### src/rtl/serial_pkg.sv
// serial_pkg: shared constants for the serial transmit framer.
// Build option SERIAL_TX_PARITY_EN: adds an even-parity bit, giving an 11-bit frame.
package serial_pkg;

  localparam int DATA_W = 8;

`ifdef SERIAL_TX_PARITY_EN
  localparam int FRAME_BITS = DATA_W + 3;
`else
  localparam int FRAME_BITS = DATA_W + 2;
`endif

  localparam logic IDLE_LEVEL = 1'b1;

  typedef enum logic [2:0] {
    ST_IDLE   = 3'd0,
    ST_START  = 3'd1,
    ST_DATA   = 3'd2,
`ifdef SERIAL_TX_PARITY_EN
    ST_PARITY = 3'd3,
`endif
    ST_STOP   = 3'd4
  } state_t;

endpackage

### src/rtl/bit_timer.sv
// bit_timer: counts 0..CLKS_PER_BIT-1 and flags the last cycle of each bit period.
// Held at zero while restart is high, so a new frame always begins at count 0.
module bit_timer #(
  parameter int CLKS_PER_BIT = 4
) (
  input  logic Clk,
  input  logic Clear,
  input  logic restart,
  output logic tick
);

  localparam int TW = (CLKS_PER_BIT > 1) ? $clog2(CLKS_PER_BIT) : 1;
  localparam logic [TW-1:0] LAST = TW'(CLKS_PER_BIT - 1);

  logic [TW-1:0] cnt;

  // Count up and wrap on the final cycle of a bit period.
  always_ff @(negedge Clk) begin
    if (Clear || restart || (cnt == LAST)) cnt <= '0;
    else                                   cnt <= cnt + 1'b1;
  end

  assign tick = (cnt == LAST);

endmodule

### src/rtl/serial_tx_framer.sv
// serial_tx_framer: sends one accepted byte as start | 8 data | [parity] | stop.
// All state changes on the falling edge of Clk, matching the upstream shift register.
// Build option SERIAL_TX_PARITY_EN inserts an even-parity bit before stop.
//
// state     | meaning
// ----------+-------------------------------------------------
// ST_IDLE   | line high, Ready high, waiting for Valid
// ST_START  | start bit (low) for one bit period
// ST_DATA   | data bit idx, order chosen by latched Dir
// ST_PARITY | XOR of latched byte (parity builds only)
// ST_STOP   | stop bit (high); Done pulses on exit to idle
module serial_tx_framer #(
  parameter int CLKS_PER_BIT = 4,
  parameter int DATA_W       = serial_pkg::DATA_W
) (
  input  logic              Clk,
  input  logic              Clear,
  input  logic [0:DATA_W-1] Data,
  input  logic              Dir,
  input  logic              Valid,
  output logic              Ready,
  output logic              Tx,
  output logic              Busy,
  output logic              Done
);

  import serial_pkg::*;

  localparam int IW = $clog2(DATA_W);
  localparam logic [IW-1:0] LAST_IDX = IW'(DATA_W - 1);

  state_t            state, state_nx;
  logic [IW-1:0]     idx, idx_nx;
  logic [0:DATA_W-1] data_q;
  logic              dir_q;
  logic              tick;
  logic              in_idle;
  logic              line_bit;
  logic              tx_nx;

  assign in_idle = (state == ST_IDLE);

  bit_timer #(
    .CLKS_PER_BIT(CLKS_PER_BIT)
  ) u_timer (
    .Clk    (Clk),
    .Clear  (Clear),
    .restart(in_idle),
    .tick   (tick)
  );

  // Next state, next bit index, and the line level the next state will drive.
  always_comb begin
    state_nx = state;
    idx_nx   = idx;
    line_bit = 1'b0;
    tx_nx    = IDLE_LEVEL;
    case (state)
      ST_IDLE: begin
        if (Valid) begin
          state_nx = ST_START;
          idx_nx   = '0;
        end
      end
      ST_START: begin
        if (tick) state_nx = ST_DATA;
      end
      ST_DATA: begin
        if (tick) begin
          if (idx == LAST_IDX) begin
            idx_nx = '0;
`ifdef SERIAL_TX_PARITY_EN
            state_nx = ST_PARITY;
`else
            state_nx = ST_STOP;
`endif
          end else begin
            idx_nx = idx + 1'b1;
          end
        end
      end
`ifdef SERIAL_TX_PARITY_EN
      ST_PARITY: begin
        if (tick) state_nx = ST_STOP;
      end
`endif
      ST_STOP: begin
        if (tick) state_nx = ST_IDLE;
      end
      default: state_nx = ST_IDLE;
    endcase

    // Only the latched copy of the byte ever reaches the line.
    line_bit = dir_q ? data_q[LAST_IDX - idx_nx] : data_q[idx_nx];

    case (state_nx)
      ST_START:  tx_nx = 1'b0;
      ST_DATA:   tx_nx = line_bit;
`ifdef SERIAL_TX_PARITY_EN
      ST_PARITY: tx_nx = ^data_q;
`endif
      default:   tx_nx = IDLE_LEVEL;
    endcase
  end

  // State register and registered outputs; Clear overrides everything.
  always_ff @(negedge Clk) begin
    if (Clear) begin
      state <= ST_IDLE;
      idx   <= '0;
      Tx    <= IDLE_LEVEL;
      Ready <= 1'b1;
      Busy  <= 1'b0;
      Done  <= 1'b0;
    end else begin
      state <= state_nx;
      idx   <= idx_nx;
      Tx    <= tx_nx;
      Ready <= (state_nx == ST_IDLE);
      Busy  <= (state_nx != ST_IDLE);
      Done  <= (state == ST_STOP) && (state_nx == ST_IDLE);
    end
  end

  // Capture the byte and bit order only on the accepting edge.
  always_ff @(negedge Clk) begin
    if (Clear) begin
      data_q <= '0;
      dir_q  <= 1'b0;
    end else if (in_idle && Valid) begin
      data_q <= Data;
      dir_q  <= Dir;
    end
  end

endmodule

### config.mk
export PLATFORM = sky130hd
export DESIGN_NAME = serial_tx_framer
export DESIGN_NICKNAME = d
export VERILOG_FILES = /design/src/rtl/serial_pkg.sv /design/src/rtl/bit_timer.sv /design/src/rtl/serial_tx_framer.sv
export SDC_FILE = /design/constraint.sdc
export NUM_CORES = 1
export LEC_CHECK = 0
export ABC_AREA = 1
export ABC_CLOCK_PERIOD_IN_PS = 1500
export CORE_ASPECT_RATIO = 0.7
export CORE_MARGIN = 10
export CORE_UTILIZATION = 39
export DETAILED_ROUTE_END_ITERATION = 8
export PLACE_DENSITY = 0.63
export SLEW_MARGIN = 30
export SYNTH_ARGS = -nofsm -noshare
export SYNTH_HDL_FRONTEND = slang
export SYNTH_HIERARCHICAL = 1
export SYNTH_SLANG_ARGS = --single-unit
### constraint.sdc
create_clock -name Clk -period 1.5 [get_ports Clk]
set_input_delay 0.15 -clock Clk [delete_from_list [all_inputs] [get_ports Clk]]
set_output_delay 0.15 -clock Clk [all_outputs]
set_load 0.02 [all_outputs]
Yosys cells after proc, flatten, opt, wreduce, memory -nomap -nowiden

Cells that the tools add are included.
W data, S select, Z words.

Bits in registers: 21
Word-level logic and storage cells: 48
Output and inout bits: 4

Add/subtract/negate cells: 3
Bitwise logic cells: 2
Magnitude comparators: 2
Multiplexer cells: 18
Reduce and logical (&&, ||, !) cells: 7
Equal/unequal tests: 7

Operator list:

| kind                  | count |
|---|---|
| $mux W3               | 8 |
| $pmux W3 S4           | 1 |
| $ge A4 B4 Y1 const B  | 2 |
| $not A3 Y4            | 2 |
| $bmux W1 S3           | 2 |
| $eq A3 B1 Y1 const B  | 2 |
| $eq A3 B2 Y1 const B  | 2 |
| $eq A3 B3 Y1 const B  | 2 |
| $logic_not A3 Y1      | 2 |
| $pmux W3 S2           | 1 |
| $mux W1               | 5 |
| $add A3 B1 Y3 const B | 1 |
| $reduce_bool A3 Y1    | 1 |
| $sub A3 B3 Y3 const A | 1 |
| $add A2 B1 Y2 const B | 1 |
| $eq A2 B2 Y1 const B  | 1 |
| $logic_and A1 B1 Y1   | 2 |
| $logic_or A1 B1 Y1    | 2 |
| $pmux W1 S2           | 1 |

Longest topological paths before layout

Gate-level depths: netlist of the first run.

Depth after elaboration: 11
Gate-level depth with buffers: 13
Mapped depth without buffers: 13

By module

Netlist of the first run, hierarchy kept.

By module, submodules not included:

| module           | area an instance (um^2) | instances | cells an instance | seq. area each (um^2) |
|---|---|---|---|---|
| serial_tx_framer | 978.4                   | 1         | 137               | 380.4 |
| bit_timer        | 78.8                    | 1         | 10                | 40.0 |

==> flow_metrics.env, run 1 <==
export IMPL_antenna_cells=0
export IMPL_ctsRootBufferMaster="clkbuf_8"
export IMPL_hp_class="register to register"
export IMPL_synth_seq_cells=21
export IMPL_path_delay_family="flip-flops"
export IMPL_syn_nets=162
export IMPL_fin_area_sq_um=1800
export IMPL_setup_viol=5
export IMPL_violations="negative setup slack"
export IMPL_cap_violations=0
export IMPL_synth_distinct_cells=24
export IMPL_path_cells="buf_6"
export IMPL_p_per_area_nw_per_um2=806
export IMPL_ir_drop_v=0.000598
export IMPL_gp_congestion=0.942
export IMPL_cts_tree="built"
export IMPL_cp_max_fo=1
export IMPL_grt_max_degree=19
export IMPL_routed_wl_microns=3210
export IMPL_clk_pin_slew_ps=40
export IMPL_crit_buf_inv=1
export IMPL_worstPathRequired_ps=1350
export IMPL_h_tree_depth=1
export IMPL_ios=16
export IMPL_drc=0
export IMPL_num_rows=15
export IMPL_yosysSeqAreaShare_pct=39.8
export IMPL_rsz0062_at_grt="yes"
export IMPL_drtAntennaViolNets=0
export IMPL_grt_usage_pct=12.3
export IMPL_drtPass1Iterations=4
export IMPL_clock_path_buffers=2
export IMPL_yosysWarnings=6
export IMPL_max_stage_delay_ps=320
export IMPL_synth_edf_count=0
export IMPL_start_util_pct=41.7
export IMPL_drt_iter0_drc=73
export IMPL_postSynthAreaPerCell_sq_um=7.19
export IMPL_drive_above_1_share_pct=43.3
export IMPL_antenna_found_initial=0
export IMPL_cts_sinks=21
export IMPL_grt_overflow_total=0
export IMPL_synthesis_area_sq_um=1060
export IMPL_grt_pass1_wl_microns=5240
export IMPL_place_ws_ps=-935
export IMPL_wl_per_cell_microns=13.3
export IMPL_dp_hpwl_microns=1940
export IMPL_crit_arrival_ps=1530
export IMPL_coreArea_sq_um=2530
export IMPL_rr_startpoint="u_timer/cnt[0]"
export IMPL_status="complete, but fails checks"
export IMPL_path_class="register to output port"
export IMPL_area_growth_pct=70.4
export IMPL_post_dp_cell_area_sq_um=1390
export IMPL_worstMarginPinSlew_ps=339
export IMPL_timing_hold_ws_ps=474
export IMPL_maxSlewHeadroom_pct=77.4
export IMPL_power_leakage_nw=0.881
export IMPL_die_h_microns=63.6
export IMPL_via_per_inst=4.92
export IMPL_fin_skew_ps=13.3
export IMPL_worstSetupStartpoint="Tx"
export IMPL_synthCells=147
export IMPL_async_flop_share_pct=0
export IMPL_num_nets_final=224
export IMPL_vias=1190
export IMPL_fill_cells=191
export IMPL_grt_pass1_vias=1212
export IMPL_cp_start_kind="register"
export IMPL_die_width_microns=82.2
export IMPL_crit_path_end_kind="output port"
export IMPL_synth_ff_type="dfxtp_1"
export IMPL_numCtsBuffers=3
export IMPL_hp_start="u_timer/cnt[0]"
export IMPL_die_area_sq_um=5230
export IMPL_hold_viol=0
export IMPL_worst_slack_ps=-184
export IMPL_io_buffers=15
export IMPL_finalMaxSlewViolations=0
export IMPL_cts_hold_buf=0
export IMPL_clock_latency_ps=350
export IMPL_critPathSlowestCell="dfxtp_2"
placed cells by master, fill, tap and decap left out, types with 5 or more instances in the layout:
master           Yosys  layout
inv_1               24      42
nand3_2              1      19
buf_4                0      18
dfxtp_1             21      15
nand2_1             20      12
nor2_1              15      12
a21oi_1             10      10
buf_6                0      10
nand2_2              2       9
o21ai_0             10       9
clkdlybuf4s50_1      0       9
dfxtp_2              0       6
nor2_2               2       5
nand3_1             23       5
sequential cells by signal, summed over array words and instances, names as in the netlist:
register / count
data_q: 8
dir_q: 1
Tx: 1
Ready: 1
idx: 3
u_timer/cnt: 2
Done: 1
state: 3
Busy: 1
layout make-up:
class                   count  area, sq um  share of cell area [%]
flip-flops and latches     21          428                    23.7
repair inverters            1         7.51                   0.417
repair buffers             39          370                    20.6
multi-input cells          98          732                    40.6
clock inverters            22         87.6                    4.86
well taps                  34         42.5                    2.36
inverters                  24         92.6                    5.14
clock buffers               3         41.3                    2.29
metrics by stage:
step | instances | utilization (%) | power (mW) | TNS, ps
floorplan | 147 | - | 0.810 | -244
finish | 242 | 71.1 | 1.45 | -859
global placement | 210 | 54.9 | 0.886 | -13040
CTS | 240 | 69.5 | 1.44 | -819
global route | 242 | 71.1 | 1.55 | -1050
detailed placement | 210 | 54.9 | 0.891 | -13510
synthesized netlist by cell type (2+ instances only):
master / instances / area share, %
inv_2: 2 / 0.71
inv_1: 24 / 8.5
nor2_1: 15 / 5.3
nand2_1: 20 / 7.1
o21ai_0: 10 / 4.7
o22ai_1: 2 / 1.2
o21ai_1: 2 / 0.95
nand3_1: 23 / 11
dfxtp_1: 21 / 40
a21oi_1: 10 / 4.7
ha_1: 3 / 3.6
nor2_2: 2 / 1.2
nand2_2: 2 / 1.2
logic make-up (layout without fill, tap and decap cells):
kind of cell | count (synthesis) | after routing | synth area share (%)
AND/OR/NAND/NOR | 68 | 68 | 31.7
buffers and inverters | 28 | 89 | 10.1
AO/OA/AOI/OAI | 26 | 26 | 14.0
flip-flops | 21 | 21 | 39.8
adder cells (fa/ha/maj) | 3 | 3 | 3.55
multiplexers | 1 | 1 | 0.947
layer usage:
metal	global-route usage [%]	vias to the layer above	routed length [microns]
met5	0	-	0
met4	7.42	0	89
met3	4.39	10	135
met2	19.0	38	1530
met1	14.0	546	1450
li1	-	596	-
where the power goes:
group | leakage [nW] | switching [mW] | total (mW) | internal (mW)
sequential | 0.174 | 0.0135 | 0.610 | 0.597
clock | 0.138 | 0.361 | 0.626 | 0.265
combinational | 0.569 | 0.117 | 0.217 | 0.0995
total | 0.881 | 0.492 | 1.45 | 0.961
worst paths after layout:
check / end / slack [ps] / cells past startpoint
max: Tx / -180 / 1
min: u_timer/cnt[0] / 470 / 1
max reg2reg: Tx / -150 / 11
min reg2reg: u_timer/cnt[0] / 470 / 1
timing repair:
item                       4_1_cts  5_1_grt
pin swaps                       22        7
setup buffers                    7        1
gates resized for setup         78        9
setup endpoints to repair       21       19
gates cloned                     0        1
(Power assumes the default switching activity.)
==> inputs of run 2 (changes only) <==
ABC_AREA = default   (was 1)
ABC_CLOCK_PERIOD_IN_PS = 2160   (was 1500)
PLACE_DENSITY = 0.6   (was 0.63)
clock period = 2.16 ns   (was 1.5 ns; I/O delays follow)
==> run 2 against run 1 <==
The run still ends with negative setup slack left. Cell count is 8.7% lower. Non-clock buffer count is 3 lower. Area after synthesis is 6.2% higher. Synthesized cell count is 8.8% lower. Global-route usage is 1.9 points lower. Setup slack worse by 170 ps. Register-to-register slack worse by 70 ps. Wire length is 12% lower. Critical endpoint is now Tx.
==> flow_metrics.env, run 2 <==
export IMPL_status="complete, but fails checks"
export IMPL_violations="negative setup slack"
export IMPL_syn_nets=149
export IMPL_cap_violations=0
export IMPL_synth_most_common_cell="nand2_1"
export IMPL_die_h_microns=64.9
export IMPL_cp_max_fo=4
export IMPL_fill_cells=262
export IMPL_place_ws_ps=-1170
export IMPL_worst_slack_ps=-358
export IMPL_grt_overflow_total=0
export IMPL_async_flop_share_pct=0
export IMPL_cts_tree="built"
export IMPL_cts_setup_buffers=0
export IMPL_io_buffers=15
export IMPL_wl_per_cell_microns=12.8
export IMPL_worstMarginPinSlew_ps=329
export IMPL_hp_class="register to register"
export IMPL_path_class="primary input to register"
export IMPL_drc=0
export IMPL_antenna_found_initial=0
export IMPL_gp_congestion=0.851
export IMPL_rsz0062_at_grt="yes"
export IMPL_final_util_pct=55.8
export IMPL_yosysWarnings=6
export IMPL_die_area_sq_um=5460
export IMPL_numCtsBuffers=3
export IMPL_drive_above_1_share_pct=21.6
export IMPL_ir_drop_v=0.000358
export IMPL_power_total_uw=936
export IMPL_setup_viol=1
export IMPL_mostFrequentLayoutCell="inv_1"
export IMPL_r2r_slack_ps=-220
export IMPL_synthCells=134
export IMPL_num_nets_final=201
export IMPL_power_leakage_nw=0.723
export IMPL_crit_arrival_ps=1690
export IMPL_start_util_pct=40.3
export IMPL_grt_pass1_vias=1072
export IMPL_grt_max_degree=20
export IMPL_ios=16
export IMPL_routed_wl_microns=2840
export IMPL_cts_sinks=21
export IMPL_dp_hpwl_microns=2150
export IMPL_clk_pin_slew_ps=40
export IMPL_worstPathRequired_ps=1340
export IMPL_grt_pass1_wl_microns=4730
export IMPL_grt_usage_pct=10.4
export IMPL_maxSlewHeadroom_pct=77.5
export IMPL_synth_distinct_cells=42
export IMPL_cts_hold_buf=0
export IMPL_fin_skew_ps=10.1
export IMPL_synth_top_cells_by_count="nand2_1, dfxtp_1, a21oi_1"
export IMPL_via_per_inst=5.13
export IMPL_postSynthAreaPerCell_sq_um=8.38
export IMPL_largest_register_ffs=8
export IMPL_area_growth_pct=38.2
export IMPL_die_width_microns=84.1
export IMPL_hold_viol=0
export IMPL_yosys_area_top_type="dfxtp_1"
export IMPL_drtAntennaViolNets=0
export IMPL_vias=1134
export IMPL_cp_start_kind="primary input"
export IMPL_largest_register="data_q"
export IMPL_synth_area_leaders="dfxtp_1, nand2_1, a21oi_1"
export IMPL_drt_iter0_drc=91
export IMPL_finalMaxSlewViolations=0
export IMPL_synth_ff_type="dfxtp_1"
export IMPL_largestRegisters="data_q (8), idx (3), state (3)"
export IMPL_clock_latency_ps=340
export IMPL_drtPass1Iterations=4
export IMPL_final_cell_mix="inv_1, nand2_1, dfxtp_1, buf_4, a21oi_1"
export IMPL_num_rows=16
export IMPL_clock_path_buffers=2
export IMPL_p_per_area_nw_per_um2=604
export IMPL_h_tree_depth=1
export IMPL_crit_path_end_kind="register"
export IMPL_synth_edf_count=0
export IMPL_synthesis_area_sq_um=1120
export IMPL_ctsRootBufferMaster="clkbuf_8"
export IMPL_yosysTopAreaCellShare_pct=37.5
export IMPL_coreArea_sq_um=2780
export IMPL_antenna_cells=0
export IMPL_synth_seq_cells=21
export IMPL_yosysSeqAreaShare_pct=37.5
[run 2: timing repair]
action,4_1_cts,5_1_grt
gates cloned,0,0
endpoints found under the setup margin,17,1
gates resized for setup,23,1
pin swaps,3,0
hold endpoints to repair,0,0
[run 2: per-stage QoR]
stage / cell area (sq um) / TNS (ps) / std cells / hold slack [ps]
2_1_floorplan: 1130 / -549 / 134 / 409
3_3_place_gp: 1450 / -7180 / 198 / 464
3_5_place_dp: 1450 / -7480 / 198 / 471
4_1_cts: 1550 / -359 / 221 / 476
5_1_grt: 1550 / -438 / 221 / 507
6_report: 1550 / -358 / 221 / 478
[run 2: critical path: stages]
cell and delay (ps):
buf_8 100, nor2_4 140, o31a_1 180, nor3_1 50, mux4_2 430, or4_1 470
o211ai_1 90
[run 2: layout make-up]
type	count	area (sq um)	share of cell area (%)
multi-input combinational	101	662	42.7
sequential	21	420	27.1
timing repair buffer	36	293	18.9
clock inverter	22	82.6	5.32
tap	36	45.0	2.90
clock buffer	3	41.3	2.66
inverter	2	7.51	0.484
[run 2: power breakdown]
part	internal, mW	switching (mW)	leakage (nW)
Combinational	0.0562	0.0558	0.412
Clock	0.178	0.225	0.139
Sequential	0.409	0.0118	0.172
[run 2: cell families (layout without fill, tap and decap cells)]
logic type	count (synthesis)	count (layout)	share of synthesized area [%]
mux	4	4	5.91
flops	21	21	37.5
buf+inv	12	63	4.79
simple gates	62	62	28.8
fa+ha+maj	3	3	3.34
compound gates	32	32	19.7
[run 2: metal layers]
layer  GRT usage, %  routed length (microns)  up-vias
met5              0                        0        -
met4           7.50                       51        0
met3           4.00                      163        5
met2           14.5                     1220       27
met1           12.7                     1400      523
li1               -                        -      579
[run 2: path summary, 6_finish.rpt]
path                            cells past startpoint  startpoint        end
worst min register to register                      2   data_q[2]  data_q[2]
worst max register to register                      8      idx[0]         Tx
worst min-delay path                                2   data_q[2]  data_q[2]
worst max-delay path                                7       Valid         Tx
==> inputs of run 3 (changes only) <==
SETUP_SLACK_MARGIN = 0.3   (was default)
==> run 3 against run 2 <==
The flow still finishes with violations (negative setup slack). Global-route usage up 0.81 points. Sequential power is essentially flat. Cell count is 4.1% higher. Via count grew 5.7%. Critical path type unchanged. Clock-buffer cell count stayed put. Critical path depth unchanged. Highest routed layer unchanged.
==> flow_metrics.env, run 3 (synthesis gave the netlist of run 2 again) <==
export IMPL_coreArea_sq_um=2780
export IMPL_rsz0062_at_grt="yes"
export IMPL_violations="negative setup slack"
export IMPL_clk_pin_slew_ps=40
export IMPL_fin_skew_ps=11.2
export IMPL_largest_register_ffs=8
export IMPL_clock_path_buffers=2
export IMPL_numCtsBuffers=3
export IMPL_cp_max_fo=4
export IMPL_drt_iter0_drc=71
export IMPL_grt_overflow_total=0
export IMPL_largestRegisters="data_q (8), idx (3), state (3)"
export IMPL_final_cell_mix="buf_4, inv_1, nand2_1, dfxtp_1, a21oi_1"
export IMPL_die_h_microns=64.9
export IMPL_io_buffers=15
export IMPL_pwr_share_comb_pct=11.6
export IMPL_via_per_inst=5.21
export IMPL_area_growth_pct=50.8
export IMPL_h_tree_depth=1
export IMPL_dp_cells=204
export IMPL_mostFrequentLayoutCell="buf_4"
export IMPL_largest_register="data_q"
export IMPL_cts_sinks=21
export IMPL_p_switching_uw=297
export IMPL_r2r_slack_ps=-290
export IMPL_fin_area_sq_um=1690
export IMPL_gp_congestion=0.923
export IMPL_grt_max_degree=13
export IMPL_p_per_area_nw_per_um2=632
export IMPL_place_ws_ps=-1180
export IMPL_timing_hold_ws_ps=472
export IMPL_grt_pass1_vias=1260
export IMPL_drtPass1Iterations=4
export IMPL_cp_start_kind="primary input"
export IMPL_cts_hold_buf=0
export IMPL_drive_above_1_share_pct=28.9
export IMPL_routed_wl_microns=3110
export IMPL_max_stage_delay_ps=490
export IMPL_status="complete, but fails checks"
export IMPL_grt_pass1_wl_microns=5280
export IMPL_die_width_microns=84.1
export IMPL_netSwitchingFraction_pct=27.8
export IMPL_ir_drop_v=0.000579
export IMPL_ios=16
export IMPL_start_util_pct=40.3
export IMPL_finalMaxSlewViolations=0
export IMPL_vias=1199
export IMPL_seqCellArea_sq_um=424
export IMPL_crit_arrival_ps=1800
export IMPL_power_frac_clock_pct=48.8
export IMPL_ctsRootBufferMaster="clkbuf_8"
export IMPL_drc=0
export IMPL_worst_slack_ps=-471
export IMPL_maxSlewHeadroom_pct=73.1
export IMPL_critPathSlowestCell="or4_4"
export IMPL_path_class="primary input to register"
export IMPL_drtAntennaViolNets=0
export IMPL_seqPwrFrac_pct=39.6
export IMPL_cts_tree="built"
export IMPL_dp_hpwl_microns=2280
export IMPL_crit_path_end_kind="register"
export IMPL_antenna_found_initial=0
export IMPL_hp_class="register to register"
export IMPL_clock_latency_ps=340
export IMPL_worstPathRequired_ps=1330
export IMPL_power_leakage_nw=0.791
export IMPL_setup_viol=1
export IMPL_layout_cells_non_filler=230
export IMPL_num_rows=16
export IMPL_worstMarginPinSlew_ps=393
export IMPL_post_dp_cell_area_sq_um=1490
export IMPL_cap_violations=0
export IMPL_p_int_uw=773
export IMPL_path_delay_family="simple AND/OR/NAND/NOR gates"
export IMPL_die_area_sq_um=5460
export IMPL_fill_cells=244
export IMPL_antenna_cells=0
export IMPL_path_cells="buf_6, nor2_4, o31a_1, nor3_1, mux4_2, or4_4, o211ai_1"
export IMPL_crit_buf_inv=1
export IMPL_grt_usage_pct=11.2
export IMPL_hold_viol=0
export IMPL_num_nets_final=210
export IMPL_wl_per_cell_microns=13.5
export IMPL_multi_input_area_sq_um=677
[run 3: power by group through the flow]
| stage | Clock [mW] | Combinational (mW) | Sequential [mW] |
|---|---|---|---|
| 2_1_floorplan | 0.0654 | 0.0575 | 0.428 |
| 3_3_place_gp | 0.0654 | 0.116 | 0.427 |
| 3_5_place_dp | 0.0654 | 0.119 | 0.427 |
| 4_1_cts | 0.545 | 0.122 | 0.423 |
| 5_1_grt | 0.587 | 0.137 | 0.425 |
| 6_report | 0.522 | 0.125 | 0.424 |
[run 3: worst paths after layout]
| path | start | end | depth (start not counted) |
|---|---|---|---|
| max | Valid | Tx | 7 |
| min | dir_q | dir_q | 2 |
| min reg2reg | dir_q | dir_q | 2 |
| max reg2reg | idx[0] | Tx | 8 |
[run 3: through the flow]
| step | setup TNS [ps] | utilization (%) | total power [mW] |
|---|---|---|---|
| floorplan | -549 | - | 0.551 |
| global placement | -7340 | 53.6 | 0.608 |
| detailed placement | -7710 | 53.6 | 0.612 |
| CTS | -445 | 60.5 | 1.09 |
| global route | -478 | 60.8 | 1.15 |
| finish | -471 | 60.8 | 1.07 |
[run 3: routing by layer]
layer	track usage [%]	routed length (microns)	up-vias	part of all wire, %
li1	-	-	600	-
met1	13.0	1440	569	46
met2	17.7	1490	24	48
met3	4.87	157	6	5.0
met4	4.79	21	0	0.67
met5	0	0	-	0
[run 3: timing repair]
action	4_1_cts	5_1_grt
cloned	1	0
setup buffers	2	0
setup endpoints to repair	25	10
resized for setup	40	3
pin swaps	4	5
[run 3: cell type report]
| class | count | area share, % |
|---|---|---|
| flip-flops and latches | 21 | 25.1 |
| inverters | 2 | 0.443 |
| well taps | 36 | 2.66 |
| multi-input cells | 101 | 40.0 |
| clock inverters | 22 | 6.43 |
| clock buffers | 3 | 2.44 |
| repair buffers | 45 | 23.0 |
[run 3: worst reg2reg max path: cells and delay by family (launching register included)]
| family | cells | cell delay (ps) |
|---|---|---|
| simple gates | 2 | 710 |
| compound gates | 3 | 570 |
| fa+ha+maj | 2 | 450 |
| mux | 1 | 340 |
| flops | 1 | 300 |
